`src/rtl/adc_seq_ctrl.sv`:
```
// Round-robin ADC scan sequencer: settles the mux, issues one conversion per enabled
// channel and keeps the latest result (with a validity flag) for every channel.
module adc_seq_ctrl #(
    parameter int unsigned NUM_CH      = 5,
    parameter int unsigned DATA_W      = 12,
    parameter int unsigned SETTLE_CYC  = 10,
    parameter int unsigned TIMEOUT_CYC = 64
) (
    input  logic                     clk_i,
    input  logic                     reset_i,
    input  logic                     enable_i,
    input  logic [NUM_CH-1:0]        ch_mask_i,
    output logic                     cmd_valid_o,
    output logic [4:0]               cmd_channel_o,
    input  logic                     cmd_ready_i,
    input  logic                     rsp_valid_i,
    input  logic [4:0]               rsp_channel_i,
    input  logic [DATA_W-1:0]        rsp_data_i,
    output logic [NUM_CH*DATA_W-1:0] sample_o,
    output logic [NUM_CH-1:0]        sample_valid_o,
    output logic                     update_o,
    output logic [4:0]               update_ch_o,
    output logic                     timeout_o
);
    localparam int unsigned MAX_CYC = (SETTLE_CYC > TIMEOUT_CYC) ? SETTLE_CYC : TIMEOUT_CYC;
    localparam int unsigned CNT_W   = $clog2(MAX_CYC + 1);

    typedef enum logic [1:0] {StIdle, StSettle, StCmd, StWait} state_e;

    state_e                   state_q, state_d;
    logic [4:0]               ch_q, ch_d;
    logic [CNT_W-1:0]         cnt_q, cnt_d;
    logic [NUM_CH*DATA_W-1:0] sample_q, sample_d;
    logic [NUM_CH-1:0]        valid_q, valid_d;
    logic                     update_q, update_d;
    logic [4:0]               update_ch_q, update_ch_d;
    logic                     timeout_q, timeout_d;

    logic [2*NUM_CH-1:0]      mask_dbl;
    logic [NUM_CH-1:0]        rot_at, rot_after;
    logic [4:0]               ch_at, ch_after;
    logic                     rsp_match;
    logic                     leave;

    // Zero-based index that may overrun by less than NUM_CH -> one-based channel number.
    function automatic logic [4:0] wrap_ch(input logic [5:0] idx);
        logic [5:0] w;
        w = (idx >= 6'(NUM_CH)) ? idx - 6'(NUM_CH) : idx;
        return 5'(w + 6'd1);
    endfunction

    // Rotate the mask so bit 0 is the current channel (at) or the one after it (after),
    // then the lowest set bit is the wanted channel.
    always_comb begin
        mask_dbl  = {ch_mask_i, ch_mask_i};
        rot_at    = NUM_CH'(mask_dbl >> (ch_q - 5'd1));
        rot_after = NUM_CH'(mask_dbl >> ch_q);
        ch_at     = ch_q;
        ch_after  = ch_q;
        for (int i = int'(NUM_CH) - 1; i >= 0; i--) begin
            if (rot_at[i])    ch_at    = wrap_ch({1'b0, ch_q} - 6'd1 + 6'(i));
            if (rot_after[i]) ch_after = wrap_ch({1'b0, ch_q} + 6'(i));
        end
    end

    assign rsp_match = rsp_valid_i && (rsp_channel_i == ch_q);

    always_comb begin
        state_d     = state_q;
        ch_d        = ch_q;
        cnt_d       = cnt_q;
        sample_d    = sample_q;
        valid_d     = valid_q;
        update_d    = 1'b0;
        update_ch_d = '0;
        timeout_d   = 1'b0;
        leave       = 1'b0;
        unique case (state_q)
            StIdle: begin
                if (enable_i && (|ch_mask_i)) begin
                    ch_d    = ch_at;
                    cnt_d   = '0;
                    state_d = StSettle;
                end
            end
            StSettle: begin
                if (cnt_q == CNT_W'(SETTLE_CYC - 1)) begin
                    cnt_d   = '0;
                    state_d = StCmd;
                end else begin
                    cnt_d = cnt_q + 1'b1;
                end
            end
            StCmd: begin
                if (cmd_ready_i) begin
                    cnt_d   = '0;
                    state_d = StWait;
                end
            end
            StWait: begin
                // A matching response wins over a timeout landing in the same cycle.
                if (rsp_match) begin
                    for (int k = 0; k < int'(NUM_CH); k++) begin
                        if (5'(k + 1) == ch_q) begin
                            sample_d[k*DATA_W +: DATA_W] = rsp_data_i;
                            valid_d[k]                   = 1'b1;
                        end
                    end
                    update_d    = 1'b1;
                    update_ch_d = ch_q;
                    leave       = 1'b1;
                end else if (cnt_q == CNT_W'(TIMEOUT_CYC - 1)) begin
                    for (int k = 0; k < int'(NUM_CH); k++) begin
                        if (5'(k + 1) == ch_q) valid_d[k] = 1'b0;
                    end
                    timeout_d = 1'b1;
                    leave     = 1'b1;
                end else begin
                    cnt_d = cnt_q + 1'b1;
                end
                if (leave) begin
                    cnt_d = '0;
                    if (|ch_mask_i) ch_d = ch_after;
                    state_d = (enable_i && (|ch_mask_i)) ? StSettle : StIdle;
                end
            end
            default: state_d = StIdle;
        endcase
    end

    always_ff @(posedge clk_i) begin
        if (reset_i) begin
            state_q     <= StIdle;
            ch_q        <= 5'd1;
            cnt_q       <= '0;
            sample_q    <= '0;
            valid_q     <= '0;
            update_q    <= 1'b0;
            update_ch_q <= '0;
            timeout_q   <= 1'b0;
        end else begin
            state_q     <= state_d;
            ch_q        <= ch_d;
            cnt_q       <= cnt_d;
            sample_q    <= sample_d;
            valid_q     <= valid_d;
            update_q    <= update_d;
            update_ch_q <= update_ch_d;
            timeout_q   <= timeout_d;
        end
    end

    assign cmd_valid_o    = (state_q == StCmd);
    assign cmd_channel_o  = ch_q;
    assign sample_o       = sample_q;
    assign sample_valid_o = valid_q;
    assign update_o       = update_q;
    assign update_ch_o    = update_ch_q;
    assign timeout_o      = timeout_q;

endmodule

```
`config.mk`:
```
export PLATFORM = sky130hd
export DESIGN_NAME = adc_seq_ctrl
export DESIGN_NICKNAME = d
export VERILOG_FILES = /design/src/rtl/adc_seq_ctrl.sv
export SDC_FILE = /design/constraint.sdc
export NUM_CORES = 1
export LEC_CHECK = 0
export BUFFER_PORTS_ARGS = -buffer_cell sky130_fd_sc_hd__buf_2
export CORE_UTILIZATION = 30
export DETAILED_ROUTE_END_ITERATION = 12
export SLEW_MARGIN = 20
export SYNTH_ARGS = -nofsm -noshare
export SYNTH_HDL_FRONTEND = slang
export SYNTH_SLANG_ARGS = --single-unit
```
`constraint.sdc`:
```
create_clock -name clk_i -period 6.8 [get_ports clk_i]
set_input_delay 0.68 -clock clk_i [delete_from_list [all_inputs] [get_ports clk_i]]
set_output_delay 0.68 -clock clk_i [all_outputs]
set_load 0.03 [all_outputs]
```
Word level (Yosys, flattened, before mapping)
Cells that the tools add are included.
Word-level totals
  flip-flop bits (word level): 86
  bits of input ports: 27
  output and inout port bits: 78
  word-level logic and storage cells: 156
Cells by class
  add/sub/neg operators: 31
  $lt $le $gt $ge: 10
  equal/unequal tests: 20
  shifts and indexed selects: 2
  mux-type cells: 53
  bitwise operators: 2
  reduce and logical (&&, ||, !) cells: 22
Operator list (number)
  2-to-1 mux 5 bit: 25
  >= comparator 6 x 3 -> 1 bit, second input constant: 9
  adder 5 x 1 -> 5 bit, second input constant: 10
  subtractor 5 x 3 -> 5 bit, second input constant: 10
  2-to-1 mux 7 bit: 6
  AND reduction 3 bit: 10
  one-hot mux 7 bit (4 select lines): 1
  >> shifter 10 x 5 -> 5 bit: 2
  2-to-1 mux 1 bit: 15
  adder 5 x 2 -> 6 bit, second input constant: 2
  adder 6 x 2 -> 6 bit, second input constant: 2
  inequality test 6 bit, second input constant: 2
  == test 2 x 5 -> 1 bit, first input constant: 2
  == test 3 x 5 -> 1 bit, first input constant: 2
  one-hot mux 5 bit (2 select lines): 1
  2-to-1 mux 2 bit: 4
  inequality test 2 bit, second input constant: 4
  one-hot mux 2 bit (4 select lines): 1
  AND reduction 4 bit: 2
  adder 7 x 1 -> 7 bit, second input constant: 1
  == test 7 x 4 -> 1 bit, second input constant: 1
  == test 7 x 6 -> 1 bit, second input constant: 1
  adder 5 x 1 -> 6 bit, second input constant: 1
  adder 5 x 3 -> 6 bit, second input constant: 1
  other kinds (19): 25

Longest topological paths before layout
Gate-level depths: netlist (run 1).
  word-level depth: 12
  gate-level depth with buffers: 23
  mapped depth without buffers: 19

Least setup slack after synthesis (run 1)
No wires, ideal clock.
  path type: reg2reg
  from: reg ch_q[1] (netlist: cmd_channel_o[1])
  to: reg ch_q[4] (netlist: cmd_channel_o[4])
  library setup time: 86 ps
  arrival: 5229 ps
  data required time: 6714 ps
  setup slack: 1486 ps
  stages on the path, launching flop included: 22
  path buffers: 4
  period minus slack after synthesis: 5314 ps
  cells stage by stage: dfxtp_1 buf_2 buf_1 inv_1 ha_1 buf_2 clkinv_1 ha_1 clkbuf_1 inv_1 o31ai_1 a2111o_1 a211oi_1 nor2_1 a21o_1 a2111oi_0 o31a_1 ha_1 nand2_1 nor4_1 xor2_1 a211oi_1
On the way
  word-level cells in the longest chain between the ends: 12
  elaborated cells between the ends (all ways): 74
  classes of those cells: add/sub (30); order compare (10); eq/ne (4); shift (2); mux (26); reduce/logical (2)
Ends and longest elaborated chain
  from (decl): RTL line 31  | logic [4:0] ch_q, ch_d;
  from (signal assigned): RTL line 143  | ch_q <= ch_d;
  subtractor 5 x 1 -> 6 bit / adder 5 x 3 -> 6 bit (equally long branches): RTL line 61, 62
  adder 6 x 3 -> 6 bit, or another cell as far along: RTL line 61  | if (rot_at[i]) ch_at = wrap_ch({1'b0, ch_q} - 6'd1 + 6'(i));
  subtractor 5 x 3 -> 5 bit, or another cell as far along: RTL line 48  | w = (idx >= 6'(NUM_CH)) ? idx - 6'(NUM_CH) : idx;
  2-to-1 mux 5 bit / adder 5 x 1 -> 5 bit (equally long branches): RTL line 48, 49
  adder 5 x 1 -> 5 bit / 2-to-1 mux 5 bit (equally long branches): RTL line 49, 62
  2-to-1 mux 5 bit, on equally long branches (4 in a row): RTL line 61, 62
  2-to-1 mux 5 bit, on equally long branches: RTL line 61, 123
  2-to-1 mux 5 bit, on equally long branches: RTL line 80, 121
  one-hot mux 5 bit (2 select lines): RTL line 78  | unique case (state_q)
Several ways; a longest one is shown, not always the timed one. The select of a mux whose other input is x is not followed.
A chain may end at the register's enable or synchronous reset.

Worst setup path after layout (run 1)
  from: reg ch_q[2] (netlist: cmd_channel_o[2])
  to: reg ch_q[4] (netlist: cmd_channel_o[4])
Same word-level chain as after synthesis.

==> results of run 1 <==
==> logic make-up after synthesis <==
group | after synthesis
simple gates | 288
compound gates | 170
mux | 95
flops | 86
buf+inv | 78
xor+xnor | 38
fa+ha+maj | 31
==> worst min-delay path by stage <==
stage | start | to | slack (ns) | depth (start not counted)
after floorplan | cnt_q[6] | cnt_q[6] | 0.46 | 2
after global placement | sample_valid_o[0] | sample_valid_o[0] | 0.47 | 2
after detailed placement | sample_valid_o[3] | sample_valid_o[3] | 0.47 | 2
after CTS | sample_valid_o[3] | sample_valid_o[3] | 0.48 | 2
after global routing | sample_valid_o[3] | sample_valid_o[3] | 0.50 | 2
final | sample_valid_o[3] | sample_valid_o[3] | 0.48 | 2
==> per-layer routing <==
metal | vias up | part of all wire | GRT usage
met3 | 61 | 0.073 | 0.0425
met5 | - | 0 | 0
met2 | 260 | 0.44 | 0.278
met1 | 2922 | 0.45 | 0.241
met4 | 0 | 0.038 | 0.0827
li1 | 2982 | - | -
==> worst max-delay path: cells and delay by family, from the launching register on <==
family                   cells  cell delay [ns]
AO/OA/AOI/OAI                8             2.43
XOR/XNOR                     1             0.12
adder cells (fa/ha/maj)      3             1.13
buffers and inverters        1             0.35
flip-flops                   1             0.31
AND/OR/NAND/NOR              6             1.14
==> power breakdown <==
group          internal [µW]  switching, µW
clock                    256            219
combinational            854           1390
sequential               521           24.7
total                   1630           1640
==> stage by stage <==
step                      area [µm²]  cells  worst slack (ns)  power (µW)  hold slack (ns)
after CTS                       7510   1136              1.34        3230            0.479
after global placement          7220   1120              1.44        2770            0.466
after floorplan                 6510    786              1.49        2240            0.458
final                           7510   1136              1.21        3270            0.477
after global routing            7510   1136             0.777        3470            0.498
after detailed placement        7220   1120              1.35        2740            0.470
==> flip-flops by register name, summed over array words and instances (netlist names) <==
register	cells
cmd_channel_o	5
cnt_q	7
sample_o	60
sample_valid_o	5
state_q	2
timeout_o	1
update_ch_o	5
update_o	1
==> area by class of cell <==
class / count / share of cell area
Timing Repair Buffer: 117 / 0.0823
Sequential cell: 86 / 0.229
Inverter: 20 / 0.0103
Clock buffer: 9 / 0.0300
Clock inverter: 7 / 0.00817
Tap cell: 275 / 0.0458
Multi-Input combinational cell: 622 / 0.594
==> cell usage in the layout, fill, tap and decap left out, types with 6 or more instances in the layout <==
cell and instances:
nand3_1 14, nand3b_1 7, buf_4 13, o21ai_0 24
buf_2 104, and3_1 11, nor2_1 99, o31ai_1 6
inv_1 15, or3_1 6, nand2b_1 18, o22ai_1 6
ha_1 31, dfxtp_1 85, mux2_2 12, a211oi_1 11
nor3_1 16, nor2b_1 8, nand2_1 55, xnor2_1 26
clkbuf_16 9, xor2_1 12, nor4_1 11, a31oi_1 8
a21oi_1 42, or2_2 7, mux2i_1 78
==> results.md, run 1 <==
| Quantity | Value |
|:---|:---|
| Wire length of the first global-routing pass | 32.0 mm |
| Number of buffers created by CTS | 9 |
| Stage delay of the slowest cell on the critical path | 0.52 ns |
| Remaining routing DRC violations | 0 |
| Remaining Overflow, GRT | 0 |
| Root buffer selected by CTS | clkbuf_16 |
| Worst slew slack as a fraction of its limit | 0.320 |
| Origin of the worst setup path | cmd_channel_o[2] |
| Floorplan die width | 149 µm |
| Worst setup path end | cmd_channel_o[4] |
| Buffers inserted by post-CTS timing repair | 0 |
| Cell accounting for the most synthesized area | dfxtp_1 |
| Area of the die | 22300 µm² |
| Post-synthesis share of cell area spent on full adders, half adders and majority gates | 0.0596 |
| Net count after synthesis | 844 |
| Placer congestion estimate | 0.917 |
| First-pass detailed-route iteration total | 5 |
| Starting density of the core | 0.308 |
| Worst Setup End Kind | flop |
| Compound-Gate Fraction of Synth Area | 0.190 |
| All-Layer GR Usage | 0.182 |
| Final-report setup violation count | 0 |
| CTS tree | built |
| Resize count post-CTS | 0 |
| Avg Cell Area, Syn | 8.28 µm² |
| F_max | 179 MHz |
| Remaining number of nets flagged by the antenna check after routing | 0 |
| Area occupied by multi-input gates | 4460 µm² |
| Clock period minus final worst setup slack | 5.59 ns |
| Worst setup path category | flop to flop |
| Clock-pin slew of the registers on the worst-case setup and hold paths | 0.06 ns |
| Post-synthesis sequential area ratio | 0.264 |
| Max-cap violations | 0 |
| Startpoint of the worst register-to-register path | cmd_channel_o[2] |
| Final-layout fill cell count | 2190 |
| I/O pin count | 105 |
| Most frequent cells after synthesis | 99 x nor2_1, 86 x dfxtp_1, 78 x mux2i_1, 55 x nand2_1, 42 x a21oi_1 |
| Worst reg2reg path depth | 19 |
| Count of flip-flops with a built-in enable after synthesis | 0 |
| Basic-gate share of the synthesized area counting and, or, nand and nor cells | 0.224 |
| Initial antenna violation count | 0 |
| Most used DFF post-synth | dfxtp_1 |
| Post-synthesis share of cell area spent on xor and xnor gates | 0.0511 |
| Worst endpoint required time | 7.05 ns |
| Result of the run | complete, no violations |
| Area of the placeable core | 21200 µm² |
| Crit path launch type | flop |
| Area occupied by registers | 1720 µm² |
| Number of I/O port buffers | 104 |
| Syn Inst Count | 786 |
| Clock sink total | 86 |
| Detailed-route wire length per cell | 18.0 µm |
| Count of antenna diodes in the layout | 0 |
| Iter 0 DRT Violations | 641 |
| Largest family of logic cells by synthesized area | simple AND/OR/NAND/NOR gates |
| Actual transition at the worst max-transition pin | 1.02 ns |
| R2r setup slk | 1.21 ns |
| Top-area cell type share of the netlist area | 0.264 |
| CTS max path bufs | 2 |
| Number of distinct standard cells referenced by the synthesized netlist | 86 |
| Sum of negative setup slack | 0 ns |
| Chain of cells forming the critical path | inv_1, ha_1, a21bo_4, nor2_4, or2_1, ha_1, nor2b_1, o31ai_1, a2111o_1, a211oi_1, nor2_1, a21o_1, a2111oi_0, o31a_1, ha_1, nand2_1, nor4_1, xor2_1, a211oi_1 |
| Asr flop ratio synth | 0 |
| Die Height | 149 µm |
| Peak ir drop on the vdd network | 0.218 mV |
| Share of post-route cells with drive strength above 1 | 0.216 |
| Yosys Warn Count | 0 |
| Number of hold-slack violations in the final timing report | 0 |
| Final-stage net count | 914 |
| Post-synthesis register bit count | 86 |
| Final HPWL DP | 14.6 mm |
| Insertion delay to the later sink of the worst-skew pair | 0.34 ns |
| Worst hold path type | flop to flop |
| Via count of the first global-routing pass | 5748 |
| Number of slew-limit violations in the final report | 0 |
| Worst-path maximum fanout | 15 |
| Multiplexer share of the synthesized area | 0.158 |
| Critical path data arrival time | 5.83 ns |
| Final WL | 20.4 mm |
| Row Count | 53 |
| Via density per instance | 5.48 |
| Post-route fraction of the period consumed by the critical path | 0.822 |
| Synth top area cells | dfxtp_1 26%, mux2i_1 12%, ha_1 6.0%, nor2_1 5.7%, xnor2_1 3.5% |
| Post-route core utilization | 0.355 |
| RSZ-0062 raised after global routing | no |
| Cell area after synthesis | 6510 µm² |
| Pin count of the biggest net entering global routing | 86 |
| Reg-to-reg endpoint | cmd_channel_o[4] |
| Cell with the most instances after synthesis | nor2_1 |
| Crit path top cell by count | ha_1 |
| H-tree depth | 3 |
| Area Overhead vs Synth | 15.3% |
| Slowest cell on crit path | a2111oi_0 |
| Routed vias | 6225 |
| Leakage power | 0.00298 µW |
| Worst-case clock skew | 0.0110 ns |
| Cell Pwr Density | 435 nW/µm² |
| Cts-stage hold buffer count | 0 |
No activity file was read; power rests on OpenSTA's default activity.
==> run 2: changes to the inputs <==
==> constraint.sdc (replaced) <==
create_clock -name clk_i -period 4.5 [get_ports clk_i]
set_input_delay 0.45 -clock clk_i [delete_from_list [all_inputs] [get_ports clk_i]]
set_output_delay 0.45 -clock clk_i [all_outputs]
set_load 0.03 [all_outputs]
==> run 2 against run 1 <==
Clock skew down 0.0057 ns; worst hold slack worse by 0.063 ns; sequential power up 50%; design area is 3.9% higher; global-route usage up 0.44 points; highest routed layer unchanged; first-iteration DRC count decreased by 13%; register-to-register slack lost 0.99 ns; final cell count is 2.6% higher; via count up 2.0%; sequential share of layout area shrank 0.74 points.
==> results.md, run 2 (synthesis results as in run 1) <==
| Quantity | Value |
|:---|:---|
| Global-route met2 utilization | 0.290 |
| Worst endpoint required time | 4.75 ns |
| Final standard cell count with taps included and fillers excluded | 1165 |
| Origin of the worst setup path | cmd_channel_o[2] |
| Number of hold-slack violations in the final timing report | 0 |
| I/O pin count | 105 |
| Starting density of the core | 0.308 |
| Most utilized layer in the global route result | met2 |
| Stage delay of the slowest cell on the critical path | 0.38 ns |
| Clock sink total | 86 |
| Worst hold path type | primary input to flop |
| Number of buffers created by CTS | 9 |
| Area Overhead vs Synth | 19.9% |
| Count of antenna diodes in the layout | 0 |
| Pin count of the biggest net entering global routing | 61 |
| Worst Setup End Kind | flop |
| Final WL | 20.9 mm |
| R2r setup slk | 0.22 ns |
| Leakage power | 0.00314 µW |
| Finished Cell Area | 7800 µm² |
| Critical path buffers and inverters | 2 |
| Share of post-route cells with drive strength above 1 | 0.254 |
| Peak ir drop on the vdd network | 0.241 mV |
| H-tree depth | 3 |
| Placed Instances | 1149 |
| Max-cap violations | 0 |
| Remaining Overflow, GRT | 0 |
| Met1 demand-to-capacity share in global routing | 0.253 |
| Startpoint of the worst register-to-register path | cmd_channel_o[2] |
| Actual transition at the worst max-transition pin | 0.865 ns |
| Cell family with most CP delay | compound AO/OA/AOI/OAI gates |
| Detailed-route wire length per cell | 17.9 µm |
| Crit path launch type | flop |
| Chain of cells forming the critical path | inv_1, ha_2, a21bo_4, nor2_4, or2_1, ha_1, buf_4, nor2b_1, xnor2_1, o211ai_1, or2_2, a22o_1, a2111oi_2, o31a_1, ha_1, nand2_1, nor4_2, xor2_1, a211oi_1 |
| Root buffer selected by CTS | clkbuf_16 |
| Slowest cell on crit path | a2111oi_2 |
| Final HPWL DP | 15.3 mm |
| Smallest setup slack after layout | 0.225 ns |
| Post-route core utilization | 0.369 |
| Result of the run | complete, no violations |
| Insertion delay to the later sink of the worst-skew pair | 0.34 ns |
| CTS max path bufs | 2 |
| Clock-pin slew of the registers on the worst-case setup and hold paths | 0.07 ns |
| Worst setup path category | flop to flop |
| Cell Pwr Density | 683 nW/µm² |
| F_max | 234 MHz |
| Post-route fraction of the period consumed by the critical path | 0.950 |
| Worst-path maximum fanout | 10 |
| Worst-case clock skew | 0.00527 ns |
| Via density per instance | 5.45 |
| All-Layer GR Usage | 0.186 |
| Post-placement setup slack | 0.216 ns |
| Die Height | 149 µm |
| Remaining routing DRC violations | 0 |
| CTS tree | built |
| Worst slew slack as a fraction of its limit | 0.421 |
| Worst Hold Launch | rsp_data_i[6] |
| Critical path data arrival time | 4.53 ns |
| Routed vias | 6352 |
| Row Count | 53 |
| Leading cell types in the layout, fill and taps excluded | 104 x buf_2, 99 x nor2_1, 83 x dfxtp_1 |
| Final-stage net count | 944 |
| Floorplan die width | 149 µm |
| Post-layout power | 5330 µW |
| Iter 0 DRT Violations | 556 |
| Initial antenna violation count | 0 |
| Via count of the first global-routing pass | 5902 |
| Placed instance area | 7480 µm² |
| Final-report setup violation count | 0 |
| Placer congestion estimate | 0.913 |
| First-pass detailed-route iteration total | 5 |
| Flip-flop count of the largest register, all copies and words added | 60 |
| Crit path top cell by count | ha_1 |
| M3 GR Usage | 0.0425 |
| Wire length of the first global-routing pass | 32.7 mm |
| Area of the placeable core | 21200 µm² |
| Area of the die | 22300 µm² |
| Number of I/O port buffers | 104 |
| Most common cell after layout, fill and taps aside | buf_2 |
| Number of slew-limit violations in the final report | 0 |
| Clock period minus final worst setup slack | 4.28 ns |
| Remaining number of nets flagged by the antenna check after routing | 0 |
## run 2: cell types whose count changed in the layout (fill, tap and decap cells not counted), moves of 2 or more
| cell | change |
|---|---|
| buf_4 | +29 |
| dfxtp_1 | -2 |
| dfxtp_4 | +3 |
| inv_6 | -2 |
## run 2: per-stage QoR
step | hold slack (ns) | setup TNS [ns]
5_1_grt | 0.423 | -0.0260
2_1_floorplan | 0.458 | 0
4_1_cts | 0.412 | 0
3_5_place_dp | 0.470 | 0
6_report | 0.414 | 0
3_3_place_gp | 0.465 | 0
## run 2: final timing paths
| path | endpoint | depth (start not counted) |
|---|---|---|
| worst max-delay path | cmd_channel_o[4] | 19 |
| worst min-delay path | sample_o[42] | 3 |
| worst max register to register | cmd_channel_o[4] | 19 |
| worst min register to register | sample_valid_o[2] | 2 |
## run 2: tightest hold or removal path: cells and delay by family
| kind | cells | cell delay [ns] |
|---|---|---|
| buffers and inverters | 1 | 0.12 |
| multiplexers | 1 | 0.07 |
| AND/OR/NAND/NOR | 1 | 0.07 |
## run 2: layout make-up
class	count	area (µm²)
Fill cell	2163	13400
Multi-Input combinational cell	622	4490
Sequential cell	86	1730
Timing Repair Buffer	147	856
Tap cell	275	344
Clock buffer	9	225
Inverter	20	78.8
Clock inverter	6	71.3
## run 2: timing repair
action	in CTS	in global routing
hold buffers	0	0
setup endpoints to repair	0	1
resized for setup	0	4
setup buffers	0	1
## run 2: power breakdown
part           switching (µW)  total (µW)  internal (µW)
combinational            2240        3770           1530
sequential               27.4         817            789
clock                     316         749            433
total                    2580        5330           2750
## run 2: metal layers
layer | vias up | wire, µm
met1 | 3027 | 9410
met2 | 245 | 9470
li1 | 3044 | -
met4 | 0 | 478
met5 | - | 0
met3 | 36 | 1520
==> run 3: changes to the inputs <==
--- a/config.mk
+++ b/config.mk
@@ -5,9 +5,11 @@
 export SDC_FILE = /design/constraint.sdc
 export NUM_CORES = 1
 export LEC_CHECK = 0
-export BUFFER_PORTS_ARGS = -buffer_cell sky130_fd_sc_hd__buf_2
+export CORE_MARGIN = 2
 export CORE_UTILIZATION = 30
+export CTS_CLUSTER_SIZE = 30
 export DETAILED_ROUTE_END_ITERATION = 12
+export DONT_BUFFER_PORTS = 1
 export SLEW_MARGIN = 20
 export SYNTH_ARGS = -nofsm -noshare
 export SYNTH_HDL_FRONTEND = slang
==> run 3 against run 2 <==
Register-to-register slack gained 0.02 ns; sequential share of layout area rose by 1.3 points; critical path type unchanged; largest cell class unchanged; wire length increased by 0.26%; sequential power grew 1%; critical endpoint unchanged; non-clock buffer count fell by 101; final cell count fell by 8.6%; core utilization decreased by 2.1 points; total power up 1.3%; first-iteration DRC count is 6.8% lower; highest routed layer unchanged; design area decreased by 5.6%; via count is 4.8% lower; global-route usage is 0.78 points lower.
==> results.md, run 3 (synthesis results as in run 1) <==
| Quantity | Value |
|:---|:---|
| Result of the run | complete, no violations |
| Sum of negative setup slack | 0 ns |
| Final-layout fill cell count | 2148 |
| Initial antenna violation count | 0 |
| Worst setup path category | flop to flop |
| Smallest setup slack after layout | 0.247 ns |
| Area of the placeable core | 21200 µm² |
| Insertion delay to the later sink of the worst-skew pair | 0.34 ns |
| All-Layer GR Usage | 0.178 |
| Post-placement setup slack | -0.0130 ns |
| Detailed-route wire length per cell | 19.7 µm |
| Critical path data arrival time | 4.50 ns |
| Critical path buffers and inverters | 3 |
| Iter 0 DRT Violations | 518 |
| Remaining routing DRC violations | 0 |
| Most common cell after layout, fill and taps aside | nor2_1 |
| Area of the die | 22900 µm² |
| Area occupied by multi-input gates | 4550 µm² |
| Placed Instances | 1041 |
| Leakage power | 0.00262 µW |
| Number of hold-slack violations in the final timing report | 0 |
| Worst-case clock skew | 0.00809 ns |
| Stage delay of the slowest cell on the critical path | 0.38 ns |
| Number of slew-limit violations in the final report | 0 |
| Area occupied by registers | 1730 µm² |
| Remaining Overflow, GRT | 0 |
| Final WL | 20.9 mm |
| Row Count | 53 |
| Via density per instance | 5.68 |
| Die Height | 151 µm |
| I/O pin count | 105 |
| Slowest cell on crit path | a221o_1 |
| Number of I/O port buffers | 0 |
| Starting density of the core | 0.308 |
| H-tree depth | 3 |
| Routed vias | 6050 |
| Worst hold path type | primary input to flop |
| Placer congestion estimate | 1.01 |
| F_max | 235 MHz |
| Clock-pin slew of the registers on the worst-case setup and hold paths | 0.07 ns |
| Final standard cell count with taps included and fillers excluded | 1065 |
| Final HPWL DP | 15.0 mm |
| Worst Setup End Kind | flop |
| Worst-path maximum fanout | 8 |
| Final-report setup violation count | 0 |
| Post-route fraction of the period consumed by the critical path | 0.945 |
| Final-stage net count | 843 |
| Root buffer selected by CTS | clkbuf_16 |
| Chain of cells forming the critical path | inv_4, ha_2, a21bo_4, nor2_4, or2_1, buf_4, inv_4, ha_1, a221o_1, a211oi_2, nand2b_1, a22o_1, a2111oi_2, o31a_1, ha_2, nand2_1, nor4_2, xor2_1, a211oi_1 |
| Worst endpoint required time | 4.75 ns |
| Cell Pwr Density | 733 nW/µm² |
| Count of antenna diodes in the layout | 0 |
| Clock period minus final worst setup slack | 4.25 ns |
| Via count of the first global-routing pass | 5800 |
| Max-cap violations | 0 |
| Worst slew slack as a fraction of its limit | 0.385 |
| Number of buffers created by CTS | 9 |
| Cell family with most CP delay | compound AO/OA/AOI/OAI gates |
| Leading cell types in the layout, fill and taps excluded | 99 x nor2_1, 83 x dfxtp_1, 78 x mux2i_1 |
| First-pass detailed-route iteration total | 5 |
| CTS max path bufs | 2 |
| Pin count of the biggest net entering global routing | 86 |
| Wire length of the first global-routing pass | 32.2 mm |
| Remaining number of nets flagged by the antenna check after routing | 0 |
| Floorplan die width | 151 µm |
| Peak ir drop on the vdd network | 0.239 mV |
| Flip-flop count of the largest register, all copies and words added | 60 |
| Share of post-route cells with drive strength above 1 | 0.171 |
| Crit path launch type | flop |
| CTS tree | built |
| Actual transition at the worst max-transition pin | 0.911 ns |
| Clock sink total | 86 |
| Cts-stage hold buffer count | 0 |
| Area Overhead vs Synth | 13.1% |
[run 3: final cells by class]
cell class,count,area share
inverters,20,0.0110
clock inverters,7,0.00900
multi-input cells,622,0.618
flip-flops and latches,86,0.235
well taps,275,0.0467
clock buffers,9,0.0306
repair buffers,46,0.0491
[run 3: path summary, 6_finish.rpt]
check	start	end	slack (ns)	cells after the start
worst min register to register	cnt_q[6]	cnt_q[6]	0.50	2
worst max register to register	cmd_channel_o[1]	cmd_channel_o[4]	0.25	19
worst max-delay path	cmd_channel_o[1]	cmd_channel_o[4]	0.25	19
worst min-delay path	reset_i	cnt_q[3]	0.19	1
[run 3: metrics by stage]
step | instance area (µm²) | power (µW) | hold WS [ns] | utilization
floorplan | 6560 | 3430 | 0.458 | -
global route | 7360 | 5700 | 0.174 | 0.348
CTS | 7220 | 5130 | 0.176 | 0.341
global placement | 6930 | 4400 | 0.477 | 0.327
detailed placement | 6930 | 4370 | 0.475 | 0.327
finish | 7360 | 5400 | 0.192 | 0.348
[run 3: worst register-to-register path, cell delays in order (launching register included)]
cell and delay, ns:
dfxtp_4 0.35, inv_4 0.11, ha_2 0.20, a21bo_4 0.26, nor2_4 0.09, or2_1 0.15
buf_4 0.16, inv_4 0.07, ha_1 0.25, a221o_1 0.38, a211oi_2 0.34, nand2b_1 0.16
a22o_1 0.22, a2111oi_2 0.36, o31a_1 0.26, ha_2 0.23, nand2_1 0.07, nor4_2 0.18
xor2_1 0.11, a211oi_1 0.22
[run 3: per-layer routing]
metal,up-vias,part of all wire,wire length (µm),global-route usage
li1,2851,-,-,-
met1,2825,0.40,8430,0.226
met2,301,0.45,9400,0.282
met3,73,0.10,2190,0.0509
met4,0,0.044,923,0.0790
met5,-,0,0,0
[run 3: repair_timing]
action                     in CTS  in global routing
pin swaps                       0                  5
buffers inserted                0                  8
setup endpoints to repair       1                  2
gates cloned                    0                  0
resized for setup               1                 19
[run 3: power by group]
part           internal (µW)  switching [µW]
Sequential               789            38.4
Clock                    388             336
Combinational           1570            2280
